**src/rtl/cnn_mac_pipe_if.sv**
```systemverilog
// cnn_mac_pipe_if: tap-in / window-sum-out handshake bundle for cnn_mac_pipe.
//   in_valid/in_ready/din0/din1      : tap stream into the MAC (din0 unsigned, din1 signed)
//   out_valid/out_ready/dout/out_ovf : completed window sums out of the MAC
// master = upstream/downstream side, slave = the MAC itself.
interface cnn_mac_pipe_if #(
  parameter int unsigned DIN0_WIDTH = 17,
  parameter int unsigned DIN1_WIDTH = 18,
  parameter int unsigned ACC_WIDTH  = 40
);
  logic                         in_valid;
  logic                         in_ready;
  logic [DIN0_WIDTH-1:0]        din0;
  logic signed [DIN1_WIDTH-1:0] din1;
  logic                         out_valid;
  logic                         out_ready;
  logic signed [ACC_WIDTH-1:0]  dout;
  logic                         out_ovf;

  modport master (
    output in_valid, din0, din1, out_ready,
    input  in_ready, out_valid, dout, out_ovf
  );

  modport slave (
    input  in_valid, din0, din1, out_ready,
    output in_ready, out_valid, dout, out_ovf
  );
endinterface

```
**src/rtl/cnn_mac_pipe.sv**
```systemverilog
// cnn_mac_pipe: pipelined unsigned x signed multiply-accumulate for the Conv1D datapath.
// Each accepted tap's exact product travels through NUM_STAGE registers, then is summed into
// a window accumulator; every TAP_COUNT taps one signed window sum is presented on dout.
// Ports:
//   ap_clk  : clock, rising edge
//   ap_rst  : synchronous active-high reset (discards any partial window)
//   mac_io  : cnn_mac_pipe_if.slave (tap stream in, window sums out, out_ovf flag)
// Build option: define CNN_MAC_SAT_EN for saturating accumulation with a sticky per-window
// overflow flag on out_ovf; otherwise accumulation wraps and out_ovf stays 0.
module cnn_mac_pipe #(
  parameter int unsigned DIN0_WIDTH = 17,
  parameter int unsigned DIN1_WIDTH = 18,
  parameter int unsigned NUM_STAGE  = 3,
  parameter int unsigned ACC_WIDTH  = 40,
  parameter int unsigned TAP_COUNT  = 12
) (
  input logic           ap_clk,
  input logic           ap_rst,
  cnn_mac_pipe_if.slave mac_io
);
  localparam int unsigned ProdW = DIN0_WIDTH + DIN1_WIDTH;
  localparam int unsigned CntW  = (TAP_COUNT > 1) ? $clog2(TAP_COUNT) : 1;
  localparam logic [CntW-1:0] LastCnt = CntW'(TAP_COUNT - 1);

  logic                              stall;
  logic                              accept;
  logic signed [ProdW-1:0]           op0;
  logic signed [ProdW-1:0]           op1;
  logic signed [ProdW-1:0]           prod_in;
  logic [CntW-1:0]                   cnt_q, cnt_d;
  logic [NUM_STAGE-1:0]              vld_q, vld_d;
  logic [NUM_STAGE-1:0]              last_q, last_d;
  logic [NUM_STAGE-1:0][ProdW-1:0]   prod_q, prod_d;
  logic signed [ACC_WIDTH-1:0]       acc_q, acc_d;
  logic signed [ACC_WIDTH-1:0]       dout_q, dout_d;
  logic                              out_valid_q, out_valid_d;
  logic                              ovf_q, ovf_d;
  logic                              out_ovf_q, out_ovf_d;
  logic signed [ACC_WIDTH-1:0]       prod_ext;
  logic signed [ACC_WIDTH-1:0]       sum;
  logic                              clip;

  // A held result blocks the whole pipeline so no tap is lost or duplicated.
  assign stall  = out_valid_q & ~mac_io.out_ready;
  assign accept = mac_io.in_valid & ~stall;

  // Zero-extended activation times sign-extended weight; exact in ProdW bits.
  assign op0     = ProdW'($signed({1'b0, mac_io.din0}));
  assign op1     = ProdW'(mac_io.din1);
  assign prod_in = op0 * op1;

  assign prod_ext = ACC_WIDTH'($signed(prod_q[NUM_STAGE-1]));

`ifdef CNN_MAC_SAT_EN
  localparam logic signed [ACC_WIDTH-1:0] AccMax = {1'b0, {(ACC_WIDTH-1){1'b1}}};
  localparam logic signed [ACC_WIDTH-1:0] AccMin = {1'b1, {(ACC_WIDTH-1){1'b0}}};
  logic [ACC_WIDTH:0] wide_sum;

  always_comb begin
    wide_sum = {acc_q[ACC_WIDTH-1], acc_q} + {prod_ext[ACC_WIDTH-1], prod_ext};
    // Top two bits disagree only when the true sum left the signed range.
    clip     = wide_sum[ACC_WIDTH] ^ wide_sum[ACC_WIDTH-1];
    if (clip) begin
      sum = wide_sum[ACC_WIDTH] ? AccMin : AccMax;
    end else begin
      sum = wide_sum[ACC_WIDTH-1:0];
    end
  end
`else
  always_comb begin
    sum  = acc_q + prod_ext;
    clip = 1'b0;
  end
`endif

  always_comb begin
    cnt_d = cnt_q;
    if (accept) begin
      cnt_d = (cnt_q == LastCnt) ? '0 : cnt_q + CntW'(1);
    end

    vld_d     = vld_q;
    last_d    = last_q;
    prod_d    = prod_q;
    vld_d[0]  = accept;
    last_d[0] = accept && (cnt_q == LastCnt);
    prod_d[0] = prod_in;
    for (int i = 1; i < NUM_STAGE; i++) begin
      vld_d[i]  = vld_q[i-1];
      last_d[i] = last_q[i-1];
      prod_d[i] = prod_q[i-1];
    end
  end

  always_comb begin
    acc_d       = acc_q;
    dout_d      = dout_q;
    ovf_d       = ovf_q;
    out_ovf_d   = out_ovf_q;
    // Registers only load when not stalled, so any presented result has just been taken.
    out_valid_d = 1'b0;
    if (vld_q[NUM_STAGE-1]) begin
      if (last_q[NUM_STAGE-1]) begin
        dout_d      = sum;
        out_valid_d = 1'b1;
        out_ovf_d   = ovf_q | clip;
        acc_d       = '0;
        ovf_d       = 1'b0;
      end else begin
        acc_d = sum;
        ovf_d = ovf_q | clip;
      end
    end
  end

  always_ff @(posedge ap_clk) begin
    if (ap_rst) begin
      cnt_q       <= '0;
      vld_q       <= '0;
      last_q      <= '0;
      prod_q      <= '0;
      acc_q       <= '0;
      dout_q      <= '0;
      out_valid_q <= 1'b0;
      ovf_q       <= 1'b0;
      out_ovf_q   <= 1'b0;
    end else if (!stall) begin
      cnt_q       <= cnt_d;
      vld_q       <= vld_d;
      last_q      <= last_d;
      prod_q      <= prod_d;
      acc_q       <= acc_d;
      dout_q      <= dout_d;
      out_valid_q <= out_valid_d;
      ovf_q       <= ovf_d;
      out_ovf_q   <= out_ovf_d;
    end
  end

  assign mac_io.in_ready  = ~stall;
  assign mac_io.out_valid = out_valid_q;
  assign mac_io.dout      = dout_q;
  assign mac_io.out_ovf   = out_ovf_q;
endmodule

```
**src/flat_wrapper.sv**
```systemverilog
// flat-port wrapper written by rule: the top's interface ports become plain ports
module cnn_mac_pipe_flat 
#(
  parameter int unsigned DIN0_WIDTH = 17,
  parameter int unsigned DIN1_WIDTH = 18,
  parameter int unsigned NUM_STAGE  = 3,
  parameter int unsigned ACC_WIDTH  = 40,
  parameter int unsigned TAP_COUNT  = 12
)
  (ap_clk, ap_rst, mac_io_in_valid, mac_io_din0, mac_io_din1, mac_io_out_ready, mac_io_in_ready, mac_io_out_valid, mac_io_dout, mac_io_out_ovf);
  cnn_mac_pipe_if #(.DIN0_WIDTH(DIN0_WIDTH), .DIN1_WIDTH(DIN1_WIDTH), .ACC_WIDTH(ACC_WIDTH)) mac_io_i ();
  input logic ap_clk;
  input logic ap_rst;
  input wire logic [$bits(mac_io_i.in_valid)-1:0] mac_io_in_valid;
  input wire logic [$bits(mac_io_i.din0)-1:0] mac_io_din0;
  input wire logic [$bits(mac_io_i.din1)-1:0] mac_io_din1;
  input wire logic [$bits(mac_io_i.out_ready)-1:0] mac_io_out_ready;
  output wire logic [$bits(mac_io_i.in_ready)-1:0] mac_io_in_ready;
  output wire logic [$bits(mac_io_i.out_valid)-1:0] mac_io_out_valid;
  output wire logic [$bits(mac_io_i.dout)-1:0] mac_io_dout;
  output wire logic [$bits(mac_io_i.out_ovf)-1:0] mac_io_out_ovf;
  assign mac_io_i.in_valid = mac_io_in_valid;
  assign mac_io_i.din0 = mac_io_din0;
  assign mac_io_i.din1 = mac_io_din1;
  assign mac_io_i.out_ready = mac_io_out_ready;
  assign mac_io_in_ready = mac_io_i.in_ready;
  assign mac_io_out_valid = mac_io_i.out_valid;
  assign mac_io_dout = mac_io_i.dout;
  assign mac_io_out_ovf = mac_io_i.out_ovf;
  cnn_mac_pipe #(.DIN0_WIDTH(DIN0_WIDTH), .DIN1_WIDTH(DIN1_WIDTH), .NUM_STAGE(NUM_STAGE), .ACC_WIDTH(ACC_WIDTH), .TAP_COUNT(TAP_COUNT)) u_core (.ap_clk(ap_clk), .ap_rst(ap_rst), .mac_io(mac_io_i));
endmodule
```
**config.mk**
```make
export PLATFORM = sky130hd
export DESIGN_NAME = cnn_mac_pipe_flat
export DESIGN_NICKNAME = d
export VERILOG_FILES = /design/src/rtl/cnn_mac_pipe_if.sv /design/src/rtl/cnn_mac_pipe.sv /design/src/flat_wrapper.sv
export SDC_FILE = /design/constraint.sdc
export NUM_CORES = 1
export LEC_CHECK = 0
export CAP_MARGIN = 20
export CORE_MARGIN = 4
export CORE_UTILIZATION = 35
export CTS_CLUSTER_DIAMETER = 200
export DETAILED_ROUTE_END_ITERATION = 12
export PLACE_DENSITY = 0.51
export SETUP_SLACK_MARGIN = 0.4
export SLEW_MARGIN = 20
export SYNTH_ARGS = -nofsm -noshare
export SYNTH_HDL_FRONTEND = slang
export SYNTH_SLANG_ARGS = --single-unit
```
**constraint.sdc**
```tcl
create_clock -name ap_clk -period 21 [get_ports ap_clk]
set_input_delay 4.2 -clock ap_clk [delete_from_list [all_inputs] [get_ports ap_clk]]
set_output_delay 4.2 -clock ap_clk [all_outputs]
set_load 0.02 [all_outputs]
```
Word-level counts from Yosys, hierarchy flattened. Index checks and enable logic that the tools add are counted.

Flip-flop bits (word level): 196. Output and inout port bits: 43. Bits of input ports: 39. Logic and storage cells: 25.

Bitwise operators: 4. $add $sub $neg: 2. Equal/unequal tests: 1. Reductions and logical operators: 4. Multipliers: 1. Muxes and demuxes: 4.

Operators with widths (number): $add 40x35->40 (1); $mux 40 (1); $mul 18x18->35 (1); $add 4x1->4 const B (1); $eq 4x4->1 const B (1); $mux 4 (1); $reduce_and 2->1 (2); $reduce_and 3->1 (1); $and 1x1->1 (2); $mux 1 (2); $not 1->1 (2); $logic_and 1x1->1 (1).

Longest topological paths before layout.
Word-level depth: 5. Gate-level depth with buffers: 25. Gate-level depth less buffers: 24.

Least setup slack after synthesis. No wires, ideal clock.

Path type: input port to flip-flop. Start: input port mac_io_din1[9]. End: register u_core.prod_q (netlist bit u_core.prod_d[68]). Setup time: 0.086 ns. Buffers on the path: 2. Stages on the path: 24. Arrival time: 9.805 ns. Slack: 11.109 ns. Data required time: 20.914 ns. Path through: clkbuf_1 > clkbuf_1 > nand2_1 > fa_1 > inv_1 > fa_1 > inv_1 > fa_1 > inv_1 > fa_1 > fa_1 > inv_1 > fa_1 > inv_1 > ha_1 > a21oi_1 > o21ai_1 > a21o_1 > a21oi_1 > a21oi_1 > o31a_1 > a211oi_1 > xor2_1 > a211oi_1.

Longest elaborated chain between the ends: 1.

RTL lines: start, declared (line flat_wrapper.sv:16) `input wire logic [$bits(mac_io_i.din1)-1:0] mac_io_din1;`; $mul 18x18->35 (line cnn_mac_pipe.sv:50) `assign prod_in = op0 * op1;`; end signal, assigned (line cnn_mac_pipe.sv:131) `prod_q <= prod_d;`; end, declared (line cnn_mac_pipe.sv:33) `logic [NUM_STAGE-1:0][ProdW-1:0] prod_q, prod_d;`.

No other way between the ends. A chain may end at the register's enable or synchronous reset.

Worst setup path in the final report.
Start: input port mac_io_out_ready. End: output port mac_io_in_ready.

Longest elaborated chain between the ends: 3.

RTL lines: start, declared (line flat_wrapper.sv:17) `input wire logic [$bits(mac_io_i.out_ready)-1:0] mac_io_out_ready;`; $not 1->1 (line cnn_mac_pipe.sv:44) `assign stall = out_valid_q & ~mac_io.out_ready;`; $and 1x1->1 (line cnn_mac_pipe.sv:44); $not 1->1 (line cnn_mac_pipe.sv:140) `assign mac_io.in_ready = ~stall;`; end, declared (line flat_wrapper.sv:18) `output wire logic [$bits(mac_io_i.in_ready)-1:0] mac_io_in_ready;`.

No other way between the ends.

==> impl_metrics.json <==
{
  "crit_chain": "clkdlybuf4s50_1, nor2b_4, clkinv_2, clkdlybuf4s50_1",
  "busiest_layer": "met2",
  "die_h_um": 241,
  "syn-num-nets": 2687,
  "hold_violations": 0,
  "status": "finished clean",
  "ctsResizeCount": 0,
  "dieArea_um2": 58000,
  "grt_use_met1": 0.249,
  "dp_hpwl_um": 34800,
  "r2r-start": "u_core.prod_ext[0]",
  "max-vdd-ir-drop_uv": 141,
  "path_common_cell": "clkdlybuf4s50_1",
  "grt_pass1_vias": 15000,
  "synthDominantCellAreaShare": 0.254,
  "leakage_nw": 9.57,
  "cap_violations": 0,
  "cp_num_buf_inv": 3,
  "h-tree-depth": 4,
  "final_util": 0.389,
  "holdCritPathClass": "reg2reg",
  "syn_area_per_cell_um2": 8.47,
  "drive_gt1_frac": 0.0288,
  "initial_core_util": 0.353,
  "min_from": "u_core.prod_d[39]",
  "fin_tns_setup_ns": 0,
  "grtUsageMet3": 0.0205,
  "cp_slowest_cell": "nor2b_4",
  "r2r_cells": 12,
  "vias": 14400,
  "syn2layout_area_growth_pct": 10.2,
  "critPathCaptureType": "output port",
  "arrival_ns": 6.64,
  "fin_skew_ns": 0.00595,
  "route.detailed.wl_per_inst_um": 15.6,
  "hold_end": "u_core.prod_d[39]",
  "grt_use_total": 0.165,
  "worst-path-max-fanout": 47,
  "worst_slew_pin_slew_ns": 1.01,
  "path_clk_slew_ns": 0.07,
  "clk-insertion-delay-late_ns": 0.45,
  "synth_area_leaders": "fa_1 (25%), dfxtp_1 (21%), ha_1 (11%)",
  "antenna_found_initial": 0,
  "yosysMostFrequentCell": "nand2_1",
  "whs_path_depth": 2,
  "met2_usage": 0.254,
  "routabilityCongestion": 0.866,
  "drt-initial-drc-count": 781,
  "cts_hold_buf": 0,
  "setup_viol": 0,
  "root_buffer": "clkbuf_16",
  "fmax_ghz": 0.0922,
  "rsz0062_at_grt": "false",
  "grt_max_degree": 96,
  "cts_tree": "yes",
  "yosysSeqAreaShare": 0.207,
  "dr.pass1.iters": 5,
  "synth_commonest_cells": "nand2_1 (426), inv_1 (307), fa_1 (241)",
  "crit_family": "buffers and inverters",
  "max_slew_margin": 0.322,
  "ant_nets": 0,
  "io_pins": 82,
  "drc": 0,
  "crit_type": "in2out",
  "numCtsBuffers": 17,
  "yosysWarningCount": 0,
  "grt_overflow": 0,
  "postSynth.asyncResetShare": 0,
  "syn-cell-area_um2": 19000,
  "wl_um": 46100,
  "synth_area_leader_cell": "fa_1",
  "synth_cell_types": 72,
  "cts_setup_buffers": 0,
  "reg2reg_to": "u_core.acc_q[38]",
  "grt_pass1_wl_um": 78100,
  "finalCritPeriodShare": 0.516,
  "cts.sinks": 196,
  "ys_seq_elements": 196,
  "fp-row-count": 85,
  "p_per_area_nw_per_um2": 151,
  "maxSlewViolCount": 0,
  "synth_enable_flop_cells": 0,
  "clockBufferDepth": 2,
  "core_area_um2": 53700,
  "antenna_cells": 0,
  "die_w_um": 241,
  "fin_nets": 2690,
  "cp-start-kind": "primary input",
  "synth_cells": 2241,
  "synthFlopType": "dfxtp_1",
  "crit_required_ns": 16.80,
  "viasPerCell": 4.89,
  "period_needed_ns": 10.84,
  "portBuffers": 80,
  "rrSetupSlack_ns": 17.76,
  "cpPeakStageDelay_ns": 0.80
}
-- cells by family after synthesis --
logic type / count (synthesis) / synth area share
other cells: 1 / 0.000198
simple gates: 764 / 0.186
fa+ha+maj: 407 / 0.364
buf+inv: 417 / 0.0829
compound gates: 394 / 0.130
xor+xnor: 58 / 0.0275
flops: 196 / 0.207
mux: 4 / 0.00218
-- worst reg2reg max path: stages, from the launching register on --
cell      delay (ns)
dfxtp_1         0.32
ha_1            0.22
fa_1            0.41
a21o_1          0.18
a21oi_1         0.22
o21bai_1        0.12
a211o_1         0.38
a31oi_2         0.35
o31ai_2         0.22
a31oi_2         0.36
o21ai_1         0.13
xnor2_1         0.15
o21ai_1         0.07
-- power breakdown --
part / internal [mW] / switching (mW) / leakage [nW]
clock: 0.168 / 0.155 / 0.281
sequential: 0.434 / 0.0252 / 1.60
combinational: 1.03 / 1.34 / 7.69
-- area by class of cell --
type | instances | area [um^2]
clock buffers | 18 | 429
clock inverters | 14 | 148
fillers | 5513 | 32800
inverters | 309 | 1160
multi-input cells | 1628 | 13500
flip-flops and latches | 196 | 3920
well taps | 696 | 871
repair buffers | 92 | 892
-- registers in the layout, indices dropped and copies added, names as in the netlist --
register and cells:
u_core.prod_ext 35, u_core.cnt_q 4, u_core.vld_q 3, u_core.acc_q 40
u_core.mac_io.dout 40, u_core.last_q 3, u_core.mac_io.out_valid 1, u_core.prod_d 70
-- stage by stage --
stage | power, mW | worst slack (ns) | hold WS (ns) | cells | cell area [um^2]
floorplan | 2.34 | 11.11 | 0.429 | 2241 | 19000
global placement | 2.82 | 10.01 | 0.437 | 2921 | 20300
detailed placement | 2.84 | 9.95 | 0.444 | 2921 | 20300
CTS | 3.19 | 10.11 | 0.454 | 2953 | 20900
global route | 3.58 | 9.96 | 0.464 | 2953 | 20900
finish | 3.16 | 10.16 | 0.452 | 2953 | 20900
-- layout by cell type (no fill, tap or decap), types with 9 or more instances in the layout --
cell / n
nand2b_1: 11
a22oi_1: 16
xnor2_1: 37
a211oi_1: 14
ha_1: 166
nand3_1: 23
nor3_1: 14
nand2_1: 426
clkdlybuf4s50_1: 79
xor2_1: 20
inv_1: 306
a31oi_1: 9
a22o_1: 18
fa_1: 241
dfxtp_1: 196
clkbuf_16: 17
o21ai_1: 14
a21o_1: 38
and2_1: 167
a21oi_1: 202
o21ai_0: 24
buf_4: 12
nor2_1: 73
-- how the worst max path moves through the flow --
stage / start / to / slack [ns] / depth (start not counted)
detailed placement: mac_io_din0[9] / u_core.prod_d[69] / 9.95 / 22
floorplan: mac_io_din1[9] / u_core.prod_d[68] / 11.11 / 24
global route: mac_io_out_ready / mac_io_in_ready / 9.96 / 4
CTS: mac_io_out_ready / mac_io_in_ready / 10.11 / 4
global placement: mac_io_din1[9] / u_core.prod_d[68] / 10.01 / 23
finish: mac_io_out_ready / mac_io_in_ready / 10.16 / 4
-- metal layers --
layer  up-vias  wire (um)
li1       7153          -
met1      6948      23800
met3        34       1920
met4         0        549
met5         -          0
met2       300      19800
Power figures use the tool's default switching activity.
